`config.mk`:
```
export PLATFORM = sky130hd
export DESIGN_NAME = stopwatch_ctrl
export DESIGN_NICKNAME = d
export VERILOG_FILES = /design/src/rtl/stopwatch_pkg.sv /design/src/rtl/stopwatch_ctrl_button_debounce.sv /design/src/rtl/stopwatch_ctrl.sv
export SDC_FILE = /design/constraint.sdc
export NUM_CORES = 1
export LEC_CHECK = 0
export CORE_ASPECT_RATIO = 1.25
export CORE_MARGIN = 2
export CORE_UTILIZATION = 39
export CTS_CLUSTER_DIAMETER = 40
export DETAILED_ROUTE_END_ITERATION = 6
export PLACE_DENSITY_LB_ADDON = 0.2
export SKIP_LAST_GASP = 1
export SLEW_MARGIN = 10
export SYNTH_ARGS = -nofsm -noshare
export SYNTH_HDL_FRONTEND = slang
export SYNTH_SLANG_ARGS = --single-unit
```
`constraint.sdc`:
```
create_clock -name clk -period 2.5 [get_ports clk]
set_input_delay 0.375 -clock clk [delete_from_list [all_inputs] [get_ports clk]]
set_output_delay 0.375 -clock clk [all_outputs]
set_load 0.005 [all_outputs]
```
`src/rtl/stopwatch_pkg.sv`:
```
// Shared types and defaults for the stopwatch front-end control block.
package stopwatch_pkg;

    typedef enum logic [1:0] {
        IDLE    = 2'b00,
        RUNNING = 2'b01,
        PAUSED  = 2'b10
    } sw_state_t;

    localparam int unsigned DEBOUNCE_DEFAULT = 16;

    // Width of a counter that must be able to hold the value n.
    function automatic int unsigned cnt_width(input int unsigned n);
        return (n < 2) ? 1 : $clog2(n + 1);
    endfunction

endpackage : stopwatch_pkg

```
`src/rtl/stopwatch_ctrl_button_debounce.sv`:
```
// One push-button: 2-flop synchroniser, stable-count debouncer and rising-edge detector.
module button_debounce
    import stopwatch_pkg::*;
#(
    parameter int unsigned DEBOUNCE_CYCLES = DEBOUNCE_DEFAULT
) (
    input  logic clk,
    input  logic reset,
    input  logic btn_raw,
    output logic level,
    output logic rise
);

    localparam int unsigned CNT_W = cnt_width(DEBOUNCE_CYCLES);
    // The edge that would make the count reach DEBOUNCE_CYCLES commits the new level.
    localparam logic [CNT_W-1:0] CNT_LAST = CNT_W'(DEBOUNCE_CYCLES - 1);

    logic             r_sync1;
    logic             r_sync2;
    logic             r_level;
    logic             r_level_d;
    logic [CNT_W-1:0] r_cnt;

    always_ff @(posedge clk or negedge reset) begin
        if (!reset) begin
            r_sync1 <= 1'b0;
            r_sync2 <= 1'b0;
        end else begin
            r_sync1 <= btn_raw;
            r_sync2 <= r_sync1;
        end
    end

    always_ff @(posedge clk or negedge reset) begin
        if (!reset) begin
            r_level   <= 1'b0;
            r_level_d <= 1'b0;
            r_cnt     <= '0;
        end else begin
            r_level_d <= r_level;
            if (r_sync2 == r_level) begin
                r_cnt <= '0;
            end else if (r_cnt == CNT_LAST) begin
                r_level <= r_sync2;
                r_cnt   <= '0;
            end else begin
                r_cnt <= r_cnt + CNT_W'(1);
            end
        end
    end

    assign level = r_level;
    assign rise  = r_level & ~r_level_d;

endmodule : button_debounce

```
`src/rtl/stopwatch_ctrl.sv`:
```
// Stopwatch front end: debounces start/clear buttons and runs the IDLE/RUNNING/PAUSED FSM
// that produces the counter enable and a one-cycle clear pulse.
module stopwatch_ctrl
    import stopwatch_pkg::*;
#(
    parameter int unsigned DEBOUNCE_CYCLES = DEBOUNCE_DEFAULT
) (
    input  logic      clk,
    input  logic      reset,
    input  logic      start_btn,
    input  logic      clear_btn,
    output logic      run,
    output logic      clr,
    output logic      paused,
    output sw_state_t state
);

    logic      w_start_level;
    logic      w_start_rise;
    logic      w_clear_level;
    logic      w_clear_rise;
    logic      w_unused_levels;

    sw_state_t r_state;
    sw_state_t w_state_nxt;
    logic      r_run;
    logic      r_clr;
    logic      r_paused;
    logic      w_clr_nxt;

    button_debounce #(
        .DEBOUNCE_CYCLES(DEBOUNCE_CYCLES)
    ) u_start (
        .clk    (clk),
        .reset  (reset),
        .btn_raw(start_btn),
        .level  (w_start_level),
        .rise   (w_start_rise)
    );

    button_debounce #(
        .DEBOUNCE_CYCLES(DEBOUNCE_CYCLES)
    ) u_clear (
        .clk    (clk),
        .reset  (reset),
        .btn_raw(clear_btn),
        .level  (w_clear_level),
        .rise   (w_clear_rise)
    );

    // Only the edge events drive the FSM; the debounced levels are not needed here.
    assign w_unused_levels = w_start_level ^ w_clear_level;

    always_ff @(posedge clk or negedge reset) begin
        if (!reset) begin
            r_state  <= IDLE;
            r_run    <= 1'b0;
            r_clr    <= 1'b0;
            r_paused <= 1'b0;
        end else begin
            r_state  <= w_state_nxt;
            r_run    <= (w_state_nxt == RUNNING);
            r_clr    <= w_clr_nxt;
            r_paused <= (w_state_nxt == PAUSED);
        end
    end

    // Clear outranks start outside RUNNING; while RUNNING clear is ignored entirely.
    always_comb begin
        w_state_nxt = r_state;
        w_clr_nxt   = 1'b0;
        unique case (r_state)
            IDLE: begin
                if (w_clear_rise) begin
                    w_clr_nxt = 1'b1;
                end else if (w_start_rise) begin
                    w_state_nxt = RUNNING;
                end
            end
            RUNNING: begin
                if (w_start_rise) begin
                    w_state_nxt = PAUSED;
                end
            end
            PAUSED: begin
                if (w_clear_rise) begin
                    w_state_nxt = IDLE;
                    w_clr_nxt   = 1'b1;
                end else if (w_start_rise) begin
                    w_state_nxt = RUNNING;
                end
            end
            default: begin
                w_state_nxt = IDLE;
            end
        endcase
    end

    assign run    = r_run;
    assign clr    = r_clr;
    assign paused = r_paused;
    assign state  = r_state;

endmodule : stopwatch_ctrl

```
==> impl_metrics.env <==
export IMPL_grt_max_degree=24
export IMPL_cp_slowest_cell="clkdlybuf4s50_1"
export IMPL_tns_ns=0
export IMPL_worstPathCellList="clkdlybuf4s50_1"
export IMPL_die_h_microns=55.7
export IMPL_cts_tree="yes"
export IMPL_routedWlPerCell_microns=11.1
export IMPL_cap_viol_max_count=0
export IMPL_layout_common_cells="dfrtp_1, nor2_1, clkdlybuf4s50_1, xor2_1"
export IMPL_place_detailed_hpwl_microns=775
export IMPL_cpPeakStageDelay_ns=0.51
export IMPL_place_gp_congestion=0.656
export IMPL_finalHoldViolCount=0
export IMPL_max_freq_mhz=640
export IMPL_grt_pass1_vias=464
export IMPL_critPathKind="reg2out"
export IMPL_antennaDiodeCount=0
export IMPL_tightestPinTransition_ns=0.282
export IMPL_fin_skew_ns=0.00780
export IMPL_multiInputGateArea_sq_um=250
export IMPL_setup_viol=0
export IMPL_crit_cells=1
export IMPL_power_leakage_nw=0.514
export IMPL_drive_gt1_frac=0.0526
export IMPL_drt_initial_drc_count=1
export IMPL_slew_violations=0
export IMPL_cts_buffers=3
export IMPL_antenna_found_initial=0
export IMPL_synth_area_per_cell_sq_um=13.2
export IMPL_cts_htree_levels=1
export IMPL_cts_hold_buffers=0
export IMPL_root_buffer="clkbuf_4"
export IMPL_synthCells=63
export IMPL_min_period_ns=1.56
export IMPL_row_count=18
export IMPL_hold_path_cell_count=0
export IMPL_seq_area_frac_synth=0.691
export IMPL_synth_fp_nets=69
export IMPL_synth_seq_cells=23
export IMPL_grt_remaining_overflow=0
export IMPL_ant_nets=0
export IMPL_ys_types=14
export IMPL_min_period_over_period=0.625
export IMPL_grt_pass1_wl_microns=1950
export IMPL_cts_resized=0
export IMPL_path_clk_slew_ns=0.12
export IMPL_final_util=0.485
export IMPL_mostFrequentLayoutCell="dfrtp_1"
export IMPL_cts_max_path_buffers=2
export IMPL_rsz0062_at_grt="false"
export IMPL_dieWidth_microns=45.3
export IMPL_start_kind="flop"
export IMPL_grtUsageTotal=0.109
export IMPL_start_util=0.416
export IMPL_ir_drop_v=0.000282
export IMPL_drc=0
export IMPL_wirelength_microns=1070
export IMPL_slew_headroom=0.812
export IMPL_io_pins=9
export IMPL_cts_num_sinks=23
export IMPL_power_density_nw_per_um2=603
export IMPL_required_ns=2.12
export IMPL_post_cts_buffers=0
export IMPL_crit_buf_inv=1
export IMPL_die_area_sq_um=2520
export IMPL_holdCritPathClass="reg2reg"
export IMPL_viasPerCell=5.03
export IMPL_cp_end_kind="output pin"
export IMPL_rr_worst_depth=4
export IMPL_area_delta_synth_final_pct=16.7
export IMPL_seq_area_sq_um=576
export IMPL_core_area_sq_um=2000
export IMPL_insertion_delay_ns=0.30
export IMPL_fillers=184
export IMPL_portBuffers=8
export IMPL_yosysWarnings=0
export IMPL_cp_top_family="buffers and inverters"
export IMPL_syn_area_sq_um=833
export IMPL_nNetsFinal=83
export IMPL_num_vias=483
export IMPL_drtPass1Iterations=2
export IMPL_critPathMaxFanout=4
export IMPL_arrival_ns=1.19
export IMPL_status="complete, no violations"
## registers in the layout, indices dropped and copies added, names as in the netlist
register           flops
u_start.level          1
u_start.r_cnt          5
state                  2
u_clear.r_cnt          5
run                    1
u_clear.r_sync1        1
u_start.r_level_d      1
u_start.r_sync1        1
u_start.r_sync2        1
clr                    1
paused                 1
u_clear.r_level_d      1
u_clear.r_sync2        1
u_clear.level          1
## cell type report
| type | count | share of cell area |
|---|---|---|
| multi-input cells | 38 | 0.257 |
| inverters | 2 | 0.00772 |
| flip-flops and latches | 23 | 0.592 |
| clock buffers | 4 | 0.0270 |
| repair buffers | 9 | 0.0901 |
| well taps | 20 | 0.0257 |
## routing by layer
metal | up-vias | part of all wire | track usage
met5 | - | 0 | 0
met4 | 0 | 0.017 | 0.0756
met3 | 2 | 0.036 | 0.0390
met2 | 11 | 0.47 | 0.151
met1 | 232 | 0.48 | 0.136
li1 | 238 | - | -
## power by group
group	switching [mW]	internal, mW	total (mW)
logic	0.0173	0.0152	0.0325
registers	0.00745	0.384	0.391
clock network	0.101	0.0621	0.163
## kinds of logic after synthesis
| group | synth area share |
|---|---|
| muxes | 0.0511 |
| buffers and inverters | 0.00901 |
| AOI/OAI and AO/OA | 0.0270 |
| xor gates and xnor gates | 0.0631 |
| and+or+nand+nor | 0.129 |
| adders and majority gates | 0.0300 |
| DFF | 0.691 |
## stage by stage
stage	cells	worst slack, ns	instance area [sq um]	total power [mW]	hold WS, ns
after detailed placement	92	1.25	946	0.432	0.336
after global placement	92	1.28	946	0.431	0.333
final	96	0.937	972	0.586	0.355
after CTS	96	0.919	972	0.598	0.363
after floorplan	63	1.34	833	0.413	0.0794
after global routing	96	0.842	972	0.622	0.379
## path summary, 6_finish.rpt
path                                                 start                        end  slack [ns]
worst min-delay path             u_start.r_sync1$_DFF_PN0_  u_start.r_sync2$_DFF_PN0_        0.35
min in group asynchronous                            reset         state[1]$_DFF_PN0_        0.40
max in group asynchronous                            reset  u_clear.r_sync2$_DFF_PN0_        1.87
worst max-delay path                    state[0]$_DFF_PN0_                   state[0]        0.94
worst max register to register  u_start.r_cnt[0]$_DFF_PN0_  u_start.level$_DFFE_PN0P_        1.25
worst min register to register   u_start.r_sync1$_DFF_PN0_  u_start.r_sync2$_DFF_PN0_        0.35
## Yosys cell counts
master    number  share of area
inv_1          2         0.0090
ha_1           2          0.030
o22ai_1        2          0.015
and3_1         2          0.015
nand3_1        4          0.024
mux2_1         2          0.027
nand2_1        1         0.0045
mux2i_1        2          0.024
nand2b_1       4          0.030
o21ai_1        2          0.012
xor2_1         6          0.063
dfrtp_1       23           0.69
and2_1         2          0.015
nor2_1         9          0.041
Note: power is estimated with default switching activity, not from simulation.
